## config.mk

```make
export PLATFORM = sky130hd
export DESIGN_NAME = main_control_pipe_flat
export DESIGN_NICKNAME = d
export VERILOG_FILES = /design/src/rtl/cpu_ctrl_pkg.sv /design/src/rtl/main_control_pipe_if.sv /design/src/rtl/main_control_pipe_decoder.sv /design/src/rtl/main_control_pipe.sv /design/src/flat_wrapper.sv
export SDC_FILE = /design/constraint.sdc
export NUM_CORES = 1
export LEC_CHECK = 0
export CAP_MARGIN = 20
export CORE_MARGIN = 2
export CORE_UTILIZATION = 35
export DETAILED_ROUTE_END_ITERATION = 8
export SETUP_SLACK_MARGIN = 0.3
export SYNTH_ARGS = -nofsm -noshare
export SYNTH_HDL_FRONTEND = slang
export SYNTH_HIERARCHICAL = 1
export SYNTH_SLANG_ARGS = --single-unit
```

## constraint.sdc

```tcl
create_clock -name clk -period 5.3 [get_ports clk]
set_clock_uncertainty 0.15 [all_clocks]
set_input_delay 1.06 -clock clk [delete_from_list [all_inputs] [get_ports clk]]
set_output_delay 1.06 -clock clk [all_outputs]
set_load 0.01 [all_outputs]
```

## src/rtl/cpu_ctrl_pkg.sv

```systemverilog
// Shared control definitions for the main control pipeline and ALUControl:
// opcodes, ALUOp encodings and the packed control bundle.
package cpu_ctrl_pkg;

  localparam int OPCODE_W = 6;
  localparam int FUNCT_W  = 6;
  localparam int ALUOP_W  = 3;

  localparam logic [OPCODE_W-1:0] OP_RTYPE = 6'b000000;
  localparam logic [OPCODE_W-1:0] OP_J     = 6'b000010;
  localparam logic [OPCODE_W-1:0] OP_BEQ   = 6'b000100;
  localparam logic [OPCODE_W-1:0] OP_BNE   = 6'b000101;
  localparam logic [OPCODE_W-1:0] OP_ADDI  = 6'b001000;
  localparam logic [OPCODE_W-1:0] OP_SLTI  = 6'b001010;
  localparam logic [OPCODE_W-1:0] OP_ANDI  = 6'b001100;
  localparam logic [OPCODE_W-1:0] OP_ORI   = 6'b001101;
  localparam logic [OPCODE_W-1:0] OP_LW    = 6'b100011;
  localparam logic [OPCODE_W-1:0] OP_SW    = 6'b101011;

  localparam logic [ALUOP_W-1:0] ALUOP_RTYPE = 3'b000;
  localparam logic [ALUOP_W-1:0] ALUOP_ADD   = 3'b001;
  localparam logic [ALUOP_W-1:0] ALUOP_SUB   = 3'b010;
  localparam logic [ALUOP_W-1:0] ALUOP_AND   = 3'b011;
  localparam logic [ALUOP_W-1:0] ALUOP_OR    = 3'b100;
  localparam logic [ALUOP_W-1:0] ALUOP_SLT   = 3'b101;

  typedef struct packed {
    logic [ALUOP_W-1:0] alu_op;
    logic               alu_src;
    logic               reg_dst;
    logic               mem_read;
    logic               mem_write;
    logic               branch;
    logic               reg_write;
    logic               mem_to_reg;
  } ctrl_t;

  localparam int    CTRL_W   = ALUOP_W + 7;
  localparam ctrl_t CTRL_NOP = ctrl_t'({CTRL_W{1'b0}});

  typedef enum logic [0:0] {
    ST_RUN  = 1'b0,
    ST_HALT = 1'b1
  } state_t;

endpackage

```

## src/rtl/main_control_pipe_if.sv

```systemverilog
// ID-side request and EX/MEM/WB control bundle of the main control pipeline.
interface main_control_pipe_if #(parameter int CNT_W = 16);
  logic                                id_valid;
  logic [cpu_ctrl_pkg::OPCODE_W-1:0]   id_opcode;
  logic [cpu_ctrl_pkg::FUNCT_W-1:0]    id_funct;
  logic                                stall;
  logic                                flush;
  logic                                mem_wait;
  logic                                resume;
  logic                                ex_valid;
  logic [cpu_ctrl_pkg::ALUOP_W-1:0]    ex_alu_op;
  logic [cpu_ctrl_pkg::FUNCT_W-1:0]    ex_funct;
  logic                                ex_alu_src;
  logic                                ex_reg_dst;
  logic                                mem_read;
  logic                                mem_write;
  logic                                mem_branch;
  logic                                wb_reg_write;
  logic                                wb_mem_to_reg;
  logic                                illegal;
  logic                                halted;
  logic [CNT_W-1:0]                    retired_cnt;
  logic [CNT_W-1:0]                    bubble_cnt;

  modport master (
    output id_valid, id_opcode, id_funct, stall, flush, mem_wait, resume,
    input  ex_valid, ex_alu_op, ex_funct, ex_alu_src, ex_reg_dst,
           mem_read, mem_write, mem_branch, wb_reg_write, wb_mem_to_reg,
           illegal, halted, retired_cnt, bubble_cnt
  );

  modport slave (
    input  id_valid, id_opcode, id_funct, stall, flush, mem_wait, resume,
    output ex_valid, ex_alu_op, ex_funct, ex_alu_src, ex_reg_dst,
           mem_read, mem_write, mem_branch, wb_reg_write, wb_mem_to_reg,
           illegal, halted, retired_cnt, bubble_cnt
  );
endinterface

```

## src/rtl/main_control_pipe_decoder.sv

```systemverilog
// Combinational main decoder: ID opcode -> control bundle plus illegal flag.
module main_decoder
  import cpu_ctrl_pkg::*;
(
  input  logic [OPCODE_W-1:0] opcode,
  output ctrl_t               ctrl,
  output logic                illegal
);

  // Opcode lookup; anything not listed is illegal and yields an all-zero bundle.
  always_comb begin
    ctrl    = CTRL_NOP;
    illegal = 1'b0;
    case (opcode)
      OP_RTYPE: begin
        ctrl.alu_op    = ALUOP_RTYPE;
        ctrl.reg_dst   = 1'b1;
        ctrl.reg_write = 1'b1;
      end
      OP_LW: begin
        ctrl.alu_op     = ALUOP_ADD;
        ctrl.alu_src    = 1'b1;
        ctrl.mem_read   = 1'b1;
        ctrl.mem_to_reg = 1'b1;
        ctrl.reg_write  = 1'b1;
      end
      OP_SW: begin
        ctrl.alu_op    = ALUOP_ADD;
        ctrl.alu_src   = 1'b1;
        ctrl.mem_write = 1'b1;
      end
      OP_BEQ, OP_BNE: begin
        ctrl.alu_op = ALUOP_SUB;
        ctrl.branch = 1'b1;
      end
      OP_ADDI: begin
        ctrl.alu_op    = ALUOP_ADD;
        ctrl.alu_src   = 1'b1;
        ctrl.reg_write = 1'b1;
      end
      OP_ANDI: begin
        ctrl.alu_op    = ALUOP_AND;
        ctrl.alu_src   = 1'b1;
        ctrl.reg_write = 1'b1;
      end
      OP_ORI: begin
        ctrl.alu_op    = ALUOP_OR;
        ctrl.alu_src   = 1'b1;
        ctrl.reg_write = 1'b1;
      end
      OP_SLTI: begin
        ctrl.alu_op    = ALUOP_SLT;
        ctrl.alu_src   = 1'b1;
        ctrl.reg_write = 1'b1;
      end
      OP_J:    ctrl    = CTRL_NOP;
      default: illegal = 1'b1;
    endcase
  end

endmodule

```

## src/rtl/main_control_pipe.sv

```systemverilog
// Main control pipeline: decodes ID, carries controls through ID/EX, EX/MEM, MEM/WB,
// with stall/flush bubbles, cache-miss freeze, illegal-opcode halt and saturating counters.
module main_control_pipe
  import cpu_ctrl_pkg::*;
#(
  parameter int CNT_W           = 16,
  parameter bit HALT_ON_ILLEGAL = 1'b1
) (
  input  logic              clk,
  input  logic              rst_n,
  main_control_pipe_if.slave bus
);

  localparam logic [CNT_W-1:0] CNT_MAX = {CNT_W{1'b1}};
  localparam logic [CNT_W-1:0] CNT_ONE = {{(CNT_W-1){1'b0}}, 1'b1};

  ctrl_t               dec_ctrl_s;
  logic                dec_illegal_s;
  logic                load_s;
  logic                count_bubble_s;
  logic                take_illegal_s;
  state_t              next_state_s;

  state_t              state_r;
  logic                ex_valid_r;
  ctrl_t               ex_ctrl_r;
  logic [FUNCT_W-1:0]  ex_funct_r;
  logic                mem_valid_r;
  logic                mem_read_r;
  logic                mem_write_r;
  logic                mem_branch_r;
  logic                mem_reg_write_r;
  logic                mem_to_reg_r;
  logic                wb_valid_r;
  logic                wb_reg_write_r;
  logic                wb_mem_to_reg_r;
  logic                illegal_r;
  logic [CNT_W-1:0]    retired_r;
  logic [CNT_W-1:0]    bubble_r;

  main_decoder u_dec (
    .opcode  (bus.id_opcode),
    .ctrl    (dec_ctrl_s),
    .illegal (dec_illegal_s)
  );

  // Decide what EX loads this edge and where the FSM goes; flush/stall outrank illegal.
  always_comb begin
    load_s         = 1'b0;
    count_bubble_s = 1'b0;
    take_illegal_s = 1'b0;
    next_state_s   = state_r;
    case (state_r)
      ST_RUN: begin
        if (bus.flush || bus.stall) begin
          count_bubble_s = 1'b1;
        end else if (bus.id_valid && !dec_illegal_s) begin
          load_s = 1'b1;
        end else if (bus.id_valid) begin
          count_bubble_s = 1'b1;
          take_illegal_s = 1'b1;
          next_state_s   = HALT_ON_ILLEGAL ? ST_HALT : ST_RUN;
        end else begin
          load_s = 1'b0;
        end
      end
      ST_HALT: begin
        if (bus.resume) begin
          next_state_s = ST_RUN;
        end else begin
          next_state_s = ST_HALT;
        end
      end
      default: next_state_s = ST_RUN;
    endcase
  end

  // Pipeline registers, FSM and counters; mem_wait freezes everything.
  always_ff @(posedge clk) begin
    if (!rst_n) begin
      state_r         <= ST_RUN;
      ex_valid_r      <= 1'b0;
      ex_ctrl_r       <= CTRL_NOP;
      ex_funct_r      <= 6'd0;
      mem_valid_r     <= 1'b0;
      mem_read_r      <= 1'b0;
      mem_write_r     <= 1'b0;
      mem_branch_r    <= 1'b0;
      mem_reg_write_r <= 1'b0;
      mem_to_reg_r    <= 1'b0;
      wb_valid_r      <= 1'b0;
      wb_reg_write_r  <= 1'b0;
      wb_mem_to_reg_r <= 1'b0;
      illegal_r       <= 1'b0;
      retired_r       <= {CNT_W{1'b0}};
      bubble_r        <= {CNT_W{1'b0}};
    end else if (!bus.mem_wait) begin
      state_r         <= next_state_s;
      ex_valid_r      <= load_s;
      ex_ctrl_r       <= load_s ? dec_ctrl_s : CTRL_NOP;
      ex_funct_r      <= load_s ? bus.id_funct : 6'd0;
      mem_valid_r     <= ex_valid_r;
      mem_read_r      <= ex_valid_r & ex_ctrl_r.mem_read;
      mem_write_r     <= ex_valid_r & ex_ctrl_r.mem_write;
      mem_branch_r    <= ex_valid_r & ex_ctrl_r.branch;
      mem_reg_write_r <= ex_valid_r & ex_ctrl_r.reg_write;
      mem_to_reg_r    <= ex_valid_r & ex_ctrl_r.mem_to_reg;
      wb_valid_r      <= mem_valid_r;
      wb_reg_write_r  <= mem_valid_r & mem_reg_write_r;
      wb_mem_to_reg_r <= mem_valid_r & mem_to_reg_r;
      illegal_r       <= take_illegal_s;
      if (wb_valid_r && retired_r != CNT_MAX) begin
        retired_r <= retired_r + CNT_ONE;
      end
      if (count_bubble_s && bubble_r != CNT_MAX) begin
        bubble_r <= bubble_r + CNT_ONE;
      end
    end
  end

  assign bus.ex_valid      = ex_valid_r;
  assign bus.ex_alu_op     = ex_ctrl_r.alu_op;
  assign bus.ex_funct      = ex_funct_r;
  assign bus.ex_alu_src    = ex_ctrl_r.alu_src;
  assign bus.ex_reg_dst    = ex_ctrl_r.reg_dst;
  assign bus.mem_read      = mem_read_r;
  assign bus.mem_write     = mem_write_r;
  assign bus.mem_branch    = mem_branch_r;
  assign bus.wb_reg_write  = wb_reg_write_r;
  assign bus.wb_mem_to_reg = wb_mem_to_reg_r;
  assign bus.illegal       = illegal_r;
  assign bus.halted        = (state_r == ST_HALT);
  assign bus.retired_cnt   = retired_r;
  assign bus.bubble_cnt    = bubble_r;

endmodule

```

## src/flat_wrapper.sv

```systemverilog
// flat-port wrapper written by rule: the top's interface ports become plain ports
module main_control_pipe_flat import cpu_ctrl_pkg::*;
#(
  parameter int CNT_W           = 16,
  parameter bit HALT_ON_ILLEGAL = 1'b1
)
  (clk, rst_n, bus_id_valid, bus_id_opcode, bus_id_funct, bus_stall, bus_flush, bus_mem_wait, bus_resume, bus_ex_valid, bus_ex_alu_op, bus_ex_funct, bus_ex_alu_src, bus_ex_reg_dst, bus_mem_read, bus_mem_write, bus_mem_branch, bus_wb_reg_write, bus_wb_mem_to_reg, bus_illegal, bus_halted, bus_retired_cnt, bus_bubble_cnt);
  main_control_pipe_if #(.CNT_W(CNT_W)) bus_i ();
  input  logic clk;
  input  logic rst_n;
  input wire logic [$bits(bus_i.id_valid)-1:0] bus_id_valid;
  input wire logic [$bits(bus_i.id_opcode)-1:0] bus_id_opcode;
  input wire logic [$bits(bus_i.id_funct)-1:0] bus_id_funct;
  input wire logic [$bits(bus_i.stall)-1:0] bus_stall;
  input wire logic [$bits(bus_i.flush)-1:0] bus_flush;
  input wire logic [$bits(bus_i.mem_wait)-1:0] bus_mem_wait;
  input wire logic [$bits(bus_i.resume)-1:0] bus_resume;
  output wire logic [$bits(bus_i.ex_valid)-1:0] bus_ex_valid;
  output wire logic [$bits(bus_i.ex_alu_op)-1:0] bus_ex_alu_op;
  output wire logic [$bits(bus_i.ex_funct)-1:0] bus_ex_funct;
  output wire logic [$bits(bus_i.ex_alu_src)-1:0] bus_ex_alu_src;
  output wire logic [$bits(bus_i.ex_reg_dst)-1:0] bus_ex_reg_dst;
  output wire logic [$bits(bus_i.mem_read)-1:0] bus_mem_read;
  output wire logic [$bits(bus_i.mem_write)-1:0] bus_mem_write;
  output wire logic [$bits(bus_i.mem_branch)-1:0] bus_mem_branch;
  output wire logic [$bits(bus_i.wb_reg_write)-1:0] bus_wb_reg_write;
  output wire logic [$bits(bus_i.wb_mem_to_reg)-1:0] bus_wb_mem_to_reg;
  output wire logic [$bits(bus_i.illegal)-1:0] bus_illegal;
  output wire logic [$bits(bus_i.halted)-1:0] bus_halted;
  output wire logic [$bits(bus_i.retired_cnt)-1:0] bus_retired_cnt;
  output wire logic [$bits(bus_i.bubble_cnt)-1:0] bus_bubble_cnt;
  assign bus_i.id_valid = bus_id_valid;
  assign bus_i.id_opcode = bus_id_opcode;
  assign bus_i.id_funct = bus_id_funct;
  assign bus_i.stall = bus_stall;
  assign bus_i.flush = bus_flush;
  assign bus_i.mem_wait = bus_mem_wait;
  assign bus_i.resume = bus_resume;
  assign bus_ex_valid = bus_i.ex_valid;
  assign bus_ex_alu_op = bus_i.ex_alu_op;
  assign bus_ex_funct = bus_i.ex_funct;
  assign bus_ex_alu_src = bus_i.ex_alu_src;
  assign bus_ex_reg_dst = bus_i.ex_reg_dst;
  assign bus_mem_read = bus_i.mem_read;
  assign bus_mem_write = bus_i.mem_write;
  assign bus_mem_branch = bus_i.mem_branch;
  assign bus_wb_reg_write = bus_i.wb_reg_write;
  assign bus_wb_mem_to_reg = bus_i.wb_mem_to_reg;
  assign bus_illegal = bus_i.illegal;
  assign bus_halted = bus_i.halted;
  assign bus_retired_cnt = bus_i.retired_cnt;
  assign bus_bubble_cnt = bus_i.bubble_cnt;
  main_control_pipe #(.CNT_W(CNT_W), .HALT_ON_ILLEGAL(HALT_ON_ILLEGAL)) u_core (.clk(clk), .rst_n(rst_n), .bus(bus_i));
endmodule
```

==> reports/results.ini, run 1 <==
[run_status]
outcome = completed

[global_route]
grt_pass1_wl_um = 11200
grt_use_met2_pct = 25.5
top_usage_layer = met2
grtUsageMet3_pct = 4.35
grt_max_degree = 54
use_met1_pct = 19.2
grt_usage_pct = 15.5
grt.overflow.total = 0
grt_pass1_vias = 2474
antenna_found_initial = 0

[sta]
rsz0062_at_grt = no
slew_headroom_pct = 31.5
finalCritPeriodShare_pct = 62.8
tns_ns = 0
hold_viol = 0
finalCriticalPeriod_ns = 3.33
hold_ws_ns = 0.316
fmax_mhz = 300
worst_slew_pin_slew_ns = 1.03
maxSlewViolCount = 0
setup_violations = 0

[worst_setup_path]
critPathSlowestCell = clkdlybuf4s50_1
endpoint_kind = flip-flop
cp-start-kind = input pin
slowest_delay_ns = 0.57
worstPathRequired_ns = 5.40
r2r-start = u_core/bus.halted$_SDFFE_PN0N_
crit_type = input pin to flip-flop
path_cells = clkdlybuf4s50_1 > and2b_1 > o21bai_1 > a21o_1 > a211o_2 > nand4_2 > or4_1 > a21oi_1
cp.arrival_ns = 3.43
startpoint = bus_id_opcode[1]
path_max_fanout = 10

[placed_design]
port_buffers = 69
dp_hpwl_um = 4660
gp_congestion = 0.925

[yosys]
syn_inst = 322
syn_nets = 343
seq_area_frac_synth_pct = 41.4
avgSynthCellArea_sq_um = 9.02
yosysWarnings = 6
async_flop_share_pct = 0
synth_cell_types = 49
synth_edf_count = 0
synth_top_area_share_pct = 41.4
synth.area.top_cells = dfxtp_1, a21oi_1, a22oi_1
synth_top_cell_by_area = dfxtp_1
ys.flop_type = dfxtp_1
syn_area_sq_um = 2900
ys_seq_elements = 60

[clock_tree]
htreeDepth = 3
cts_buffers = 9
clock_latency_ns = 0.33
postCtsSetupBuffers = 0
clock_sinks = 60
ctsResizeCount = 0
cts_tree = done
postCtsHoldBufs = 0
cts_root_buffer = clkbuf_8
clk_pin_slew_ns = 0.07
cts.path.max_buffers = 2

[detailed_routing]
drtPass1Iterations = 4
avgRoutedWirePerCell_um = 13.7
drt-total-wl_um = 6820
antenna_left = 0
first_iter_violations = 125
viasPerCell = 5.42
num_vias = 2692
drc_errors = 0

[layout]
register_area_sq_um = 1200
fillCellCount = 770
nets = 408
area_growth_pct = 32.6
drive_gt1_share_pct = 12.8
antenna_cells = 0
multi_input_area_sq_um = 1570

[hold_path]
hold_path.startpoint = u_core/bus.illegal$_SDFFE_PN0N_
hold_class = flip-flop to flip-flop

[power]
irDropWorstVdd_uv = 147
p_per_area_nw_per_um2 = 249
leakage_nw = 1.25

[floorplanning]
die_width_um = 95.1
core_region_area_sq_um = 8130
rows = 33
die_h_um = 95.1
ioPinCount = 70
die_area_sq_um = 9040
start_util_pct = 35.7

[flow_run]
max-cap-violations = 0

[area by class of cell]
cell class	instances	share of cell area, %
well taps	105	3.41
multi-input cells	237	40.8
repair buffers	70	18.1
clock inverters	6	2.27
clock buffers	10	3.31
flip-flops and latches	60	31.2
inverters	9	0.877
[cells in the mapped netlist (all sizes together) (5+ instances only)]
cell type	count
nand2	19
and4	5
nand2b	7
a21oi	31
and3	8
nand3	9
or2	5
o21ai	9
buf	9
clkbuf	7
a22oi	24
inv	9
mux2i	5
or4	14
o31ai	14
dfxtp	60
nand4	12
or3	8
nor2	32
[critical path: cells and delay by family]
kind,cells,cell delay [ns]
compound gates,4,0.77
buf+inv,1,0.57
simple gates,3,1.03
[kinds of logic (layout without fill, tap and decap cells)]
group / count (synthesis) / in the layout / synth area share (%)
AO/OA/AOI/OAI: 93 / 93 / 22.5
adder cells (fa/ha/maj): 2 / 2 / 0.862
buffers and inverters: 25 / 95 / 4.57
flip-flops: 60 / 60 / 41.4
multiplexers: 5 / 5 / 1.72
AND/OR/NAND/NOR: 137 / 137 / 29.0
[report_power, final]
group | leakage (nW) | internal, mW | switching (mW)
clock | 0.111 | 0.266 | 0.180
combinational | 0.651 | 0.0250 | 0.0309
sequential | 0.483 | 0.453 | 0.00254
total | 1.25 | 0.743 | 0.213
[metrics by stage]
stage | std cells | worst slack (ns) | total power, mW | util, % | area [sq um]
floorplan | 322 | 2.50 | 0.494 | - | 2900
global placement | 481 | 1.76 | 0.521 | 44.7 | 3630
detailed placement | 481 | 1.67 | 0.522 | 44.7 | 3630
CTS | 497 | 2.02 | 0.972 | 47.3 | 3850
global route | 497 | 1.86 | 0.994 | 47.3 | 3850
finish | 497 | 1.97 | 0.957 | 47.3 | 3850
[final timing paths]
| check | endpoint | slack [ns] | cells past startpoint |
|---|---|---|---|
| max | u_core/bus.bubble_cnt[11]$_SDFFE_PN0P_ | 1.97 | 8 |
| min | u_core/bus.illegal$_SDFFE_PN0N_ | 0.32 | 2 |
| max reg2reg | u_core/bus.ex_funct[3]$_SDFFE_PN0N_ | 3.22 | 4 |
| min reg2reg | u_core/bus.illegal$_SDFFE_PN0N_ | 0.32 | 2 |
[cells in the final DEF, fill, tap and decap left out, types with 4 or more instances in the layout]
master,count
clkdlybuf4s50_1,69
dfxtp_1,60
a21oi_1,31
nor2_1,21
nand2_1,19
a22oi_1,15
o31ai_1,14
or4_1,13
nor2_2,11
clkbuf_8,9
a22oi_2,9
o21ai_0,9
inv_1,8
nand4_1,8
nand3_1,8
and3_1,8
or3_1,8
nand2b_1,7
mux2i_1,5
and4_1,4
nand4_2,4
[routing by layer]
layer | routed length, um | up-vias | part of all wire [%]
met5 | 0 | - | 0
met1 | 3180 | 1274 | 47
met2 | 3290 | 50 | 48
met3 | 262 | 7 | 3.8
li1 | - | 1361 | -
met4 | 88 | 0 | 1.3
Power figures use the tool's default switching activity.
==> run 2, diff against run 1 <==
- clock period: 5.3 -> 3.2 ns (I/O delays scaled with it)
==> run 2 against run 1 <==
Effect of this change:
- total power rose by 68%
- combinational power rose by 75%
- hold slack improved by 0.022 ns
- worst setup slack got worse by 1.5 ns
- routed wire length rose by 1.4%
- largest cell class unchanged
- global-route usage rose by 0.58 points
- critical endpoint is now u_core/bus.bubble_cnt[10]$_SDFFE_PN0P_
- sequential share of layout area fell by 0.43 points
==> reports/results.ini, run 2 (synthesized netlist as in run 1, its figures left out) <==
[detailed_routing]
first_iter_violations = 109
drtPass1Iterations = 4
viasPerCell = 5.30
antenna_left = 0
drc_errors = 0
avgRoutedWirePerCell_um = 13.8
num_vias = 2662
drt-total-wl_um = 6920

[sta]
tns_ns = 0
setup_violations = 0
finalCriticalPeriod_ns = 2.72
rsz0062_at_grt = no
fmax_mhz = 368
hold_viol = 0
worst_slew_pin_slew_ns = 0.685
hold_ws_ns = 0.338
maxSlewViolCount = 0
finalCritPeriodShare_pct = 85.0
slew_headroom_pct = 53.9

[global_route]
grt_usage_pct = 16.1
grt_pass1_wl_um = 11600
grt_pass1_vias = 2441
grt.overflow.total = 0
antenna_found_initial = 0
grt_max_degree = 31

[clock_tree]
cts_tree = done
clk_pin_slew_ns = 0.07
clock_latency_ns = 0.33
cts_buffers = 9
htreeDepth = 3
cts.path.max_buffers = 2
clock_sinks = 60
cts_root_buffer = clkbuf_8

[hold_path]
hold_path.startpoint = u_core/mem_valid_r$_SDFFE_PN0N_
hold_depth = 2
hold_class = flip-flop to flip-flop
whs_endpoint = u_core/mem_valid_r$_SDFFE_PN0N_

[layout]
antenna_cells = 0
fillCellCount = 773
drive_gt1_share_pct = 13.9
area_growth_pct = 34.4
final_cell_mix = clkdlybuf4s50_1, dfxtp_1, a21oi_1
mostFrequentLayoutCell = clkdlybuf4s50_1
nets = 413

[placed_design]
gp_congestion = 0.928
dp_hpwl_um = 4850
port_buffers = 69

[run_status]
outcome = completed

[floorplanning]
ioPinCount = 70
start_util_pct = 35.7
rows = 33
die_h_um = 95.1
core_region_area_sq_um = 8130
die_area_sq_um = 9040
die_width_um = 95.1

[power]
p_per_area_nw_per_um2 = 411
total_power_mw = 1.60
irDropWorstVdd_uv = 182
leakage_nw = 1.28

[flow_run]
max-cap-violations = 0

[worst_setup_path]
r2r_setup_slack_ns = 1.21
endpoint_kind = flip-flop
worstPathRequired_ns = 3.31
cp.arrival_ns = 2.83
r2r-start = u_core/bus.bubble_cnt[0]$_SDFFE_PN0P_
crit_type = input pin to flip-flop
r2r-end = u_core/bus.bubble_cnt[10]$_SDFFE_PN0P_
path_max_fanout = 8
rr_worst_depth = 5
cp-start-kind = input pin

==> run 2: worst max-delay path by stage <==
stage	startpoint	to	slack, ns	cells after the start
after floorplan	bus_id_opcode[1]	u_core/bus.bubble_cnt[10]$_SDFFE_PN0P_	0.82	7
after global placement	bus_id_opcode[1]	u_core/bus.bubble_cnt[10]$_SDFFE_PN0P_	0.16	8
after detailed placement	bus_id_opcode[1]	u_core/bus.bubble_cnt[10]$_SDFFE_PN0P_	0.09	8
after CTS	bus_id_opcode[1]	u_core/bus.bubble_cnt[10]$_SDFFE_PN0P_	0.44	8
after global routing	bus_id_opcode[2]	u_core/bus.bubble_cnt[10]$_SDFFE_PN0P_	0.32	8
final	bus_id_opcode[2]	u_core/bus.bubble_cnt[10]$_SDFFE_PN0P_	0.48	8
==> run 2: metrics by stage <==
step	worst slack [ns]	area, sq um	instances	utilization [%]
floorplan	0.818	2900	322	-
global placement	0.158	3680	486	45.3
detailed placement	0.0912	3680	486	45.3
CTS	0.437	3900	502	48.0
global route	0.318	3900	502	48.0
finish	0.481	3900	502	48.0
==> run 2: repair_timing <==
item,in CTS,in global routing
hold buffers,0,0
setup endpoints to repair,0,1
gates resized for setup,0,1
setup buffers,0,0
==> run 2: layout make-up <==
class	count	area, sq um	area share, %
well taps	105	131	3.37
flip-flops and latches	60	1200	30.8
inverters	9	33.8	0.865
multi-input cells	237	1570	40.2
clock inverters	5	75.1	1.92
clock buffers	11	141	3.62
repair buffers	75	751	19.2
==> run 2: report_power, final <==
group | internal [mW] | switching, mW
Sequential | 0.750 | 0.00451
Combinational | 0.0455 | 0.0522
Clock | 0.456 | 0.294
==> run 2: metal layers <==
metal	wire length [um]	GRT usage, %
met5	0	0
met4	104	6.76
met3	283	3.40
met2	3210	25.2
met1	3320	21.5
==> run 2: critical path: stages <==
cell and delay (ns):
clkdlybuf4s50_1 0.52, and2b_1 0.27, o21bai_1 0.15, a21o_1 0.16, a211o_2 0.21, nand4_2 0.19, or4_1 0.55, a21oi_1 0.14
==> run 3, diff against run 2 <==
- clock period: 3.2 -> 2.6 ns (I/O delays scaled with it)
==> run 3 against run 2 <==
Effect of this change:
- combinational power is 38% higher
- highest routed layer unchanged
- die area unchanged
- largest cell class unchanged
- register-to-register slack got worse by 0.55 ns
- clock-buffer cell count is the same
- worst setup slack got worse by 0.072 ns
==> reports/results.ini, run 3 (synthesized netlist as in run 1, its figures left out) <==
[clock_tree]
postCtsHoldBufs = 0
cts.path.max_buffers = 2
cts_root_buffer = clkbuf_8
clk_pin_slew_ns = 0.07
clock_latency_ns = 0.33
clock_sinks = 60
htreeDepth = 3
cts_buffers = 9
cts_tree = done

[flow_run]
max-cap-violations = 0

[global_route]
grt_usage_pct = 16.6
grt_pass1_vias = 2552
grt_pass1_wl_um = 11800
grt_max_degree = 37
antenna_found_initial = 0
grt.overflow.total = 0

[detailed_routing]
drc_errors = 0
met1_length_um = 3400
num_vias = 2760
avgRoutedWirePerCell_um = 13.8
dr_wl_met3_um = 257
viasPerCell = 5.32
antenna_left = 0
first_iter_violations = 89
drt-total-wl_um = 7190
met2_length_um = 3410
highest_layer = met4
drtPass1Iterations = 4

[sta]
setup_violations = 0
worst_slew_pin_slew_ns = 0.692
rsz0062_at_grt = yes
fmax_mhz = 457
hold_viol = 0
finalCriticalPeriod_ns = 2.19
maxSlewViolCount = 0
finalCritPeriodShare_pct = 84.2
slew_headroom_pct = 53.5

[worst_setup_path]
cp-start-kind = input pin
worstPathRequired_ns = 2.70
r2r-start = u_core/bus.bubble_cnt[0]$_SDFFE_PN0P_
startpoint = bus_id_opcode[2]
path_max_fanout = 6
crit_type = input pin to flip-flop
endpoint_kind = flip-flop
cp.arrival_ns = 2.29

[floorplanning]
ioPinCount = 70
die_area_sq_um = 9040
rows = 33
die_width_um = 95.1
start_util_pct = 35.7
die_h_um = 95.1
core_region_area_sq_um = 8130

[layout]
nets = 430
mostFrequentLayoutCell = clkdlybuf4s50_1
finish.utilization_pct = 49.3
fillCellCount = 783
drive_gt1_share_pct = 17.9
final_cell_mix = clkdlybuf4s50_1, dfxtp_1, a21oi_1
register_area_sq_um = 1200
antenna_cells = 0
multi_input_area_sq_um = 1590
area_growth_pct = 38.2
final_cell_area_sq_um = 4010

[hold_path]
hold_class = flip-flop to flip-flop
hold_path.startpoint = u_core/mem_valid_r$_SDFFE_PN0N_

[placed_design]
port_buffers = 69
dpl_cell_area_sq_um = 3820
gp_congestion = 0.898
dp_hpwl_um = 5050

[power]
leakage_nw = 1.34
power_switching_mw = 0.437
total_power_mw = 1.79
p_sw_share_pct = 24.4
power.share.sequential_pct = 51.9
p_clk_share_pct = 40.6
intPower_mw = 1.35
p_comb_share_pct = 7.5
irDropWorstVdd_uv = 230
p_per_area_nw_per_um2 = 446

[run_status]
outcome = completed

[run 3: power groups by stage]
stage / Sequential, mW / Combinational (mW) / Clock [mW]
floorplan: 0.951 / 0.0566 / 0
global placement: 0.950 / 0.133 / 0
detailed placement: 0.950 / 0.134 / 0
CTS: 0.929 / 0.133 / 0.760
global route: 0.929 / 0.147 / 0.798
finish: 0.929 / 0.135 / 0.727
[run 3: final cells by class]
| cell class | count | area share (%) |
|---|---|---|
| clock buffers | 11 | 3.52 |
| clock inverters | 5 | 0.686 |
| inverters | 9 | 0.842 |
| multi-input cells | 237 | 39.7 |
| flip-flops and latches | 60 | 29.9 |
| well taps | 105 | 3.27 |
| repair buffers | 92 | 22.0 |
[run 3: metrics by stage]
stage / TNS (ns) / hold slack [ns] / setup WS (ns) / instances
final: 0 / 0.341 / 0.410 / 519
after global routing: 0 / 0.373 / 0.240 / 519
after CTS: 0 / 0.344 / 0.384 / 518
after detailed placement: -1.85 / 0.326 / -0.233 / 502
after global placement: -1.18 / 0.316 / -0.187 / 502
after floorplan: 0 / 0.303 / 0.338 / 322
[run 3: final timing paths]
check	to	cells past startpoint	slack [ns]
min	u_core/mem_valid_r$_SDFFE_PN0N_	2	0.34
max reg2reg	u_core/bus.bubble_cnt[10]$_SDFFE_PN0P_	5	0.66
min reg2reg	u_core/mem_valid_r$_SDFFE_PN0N_	2	0.34
max	u_core/bus.bubble_cnt[10]$_SDFFE_PN0P_	8	0.41
[run 3: critical path, stage by stage]
cell and delay (ns):
dlygate4sd2_1 0.28, and2b_1 0.19, o21bai_1 0.14, a21o_1 0.18
a211o_4 0.18, nand4_4 0.13, or4_4 0.53, a21oi_1 0.14
[run 3: timing repair]
action,in CTS,in global routing
pin swaps,2,3
buffers inserted,0,1
gates resized for setup,5,4
setup endpoints to repair,12,9
[run 3: metal layers]
metal,vias up,track usage [%]
met4,0,7.00
met1,1300,21.6
met5,-,0
li1,1395,-
met3,11,3.72
met2,54,26.3
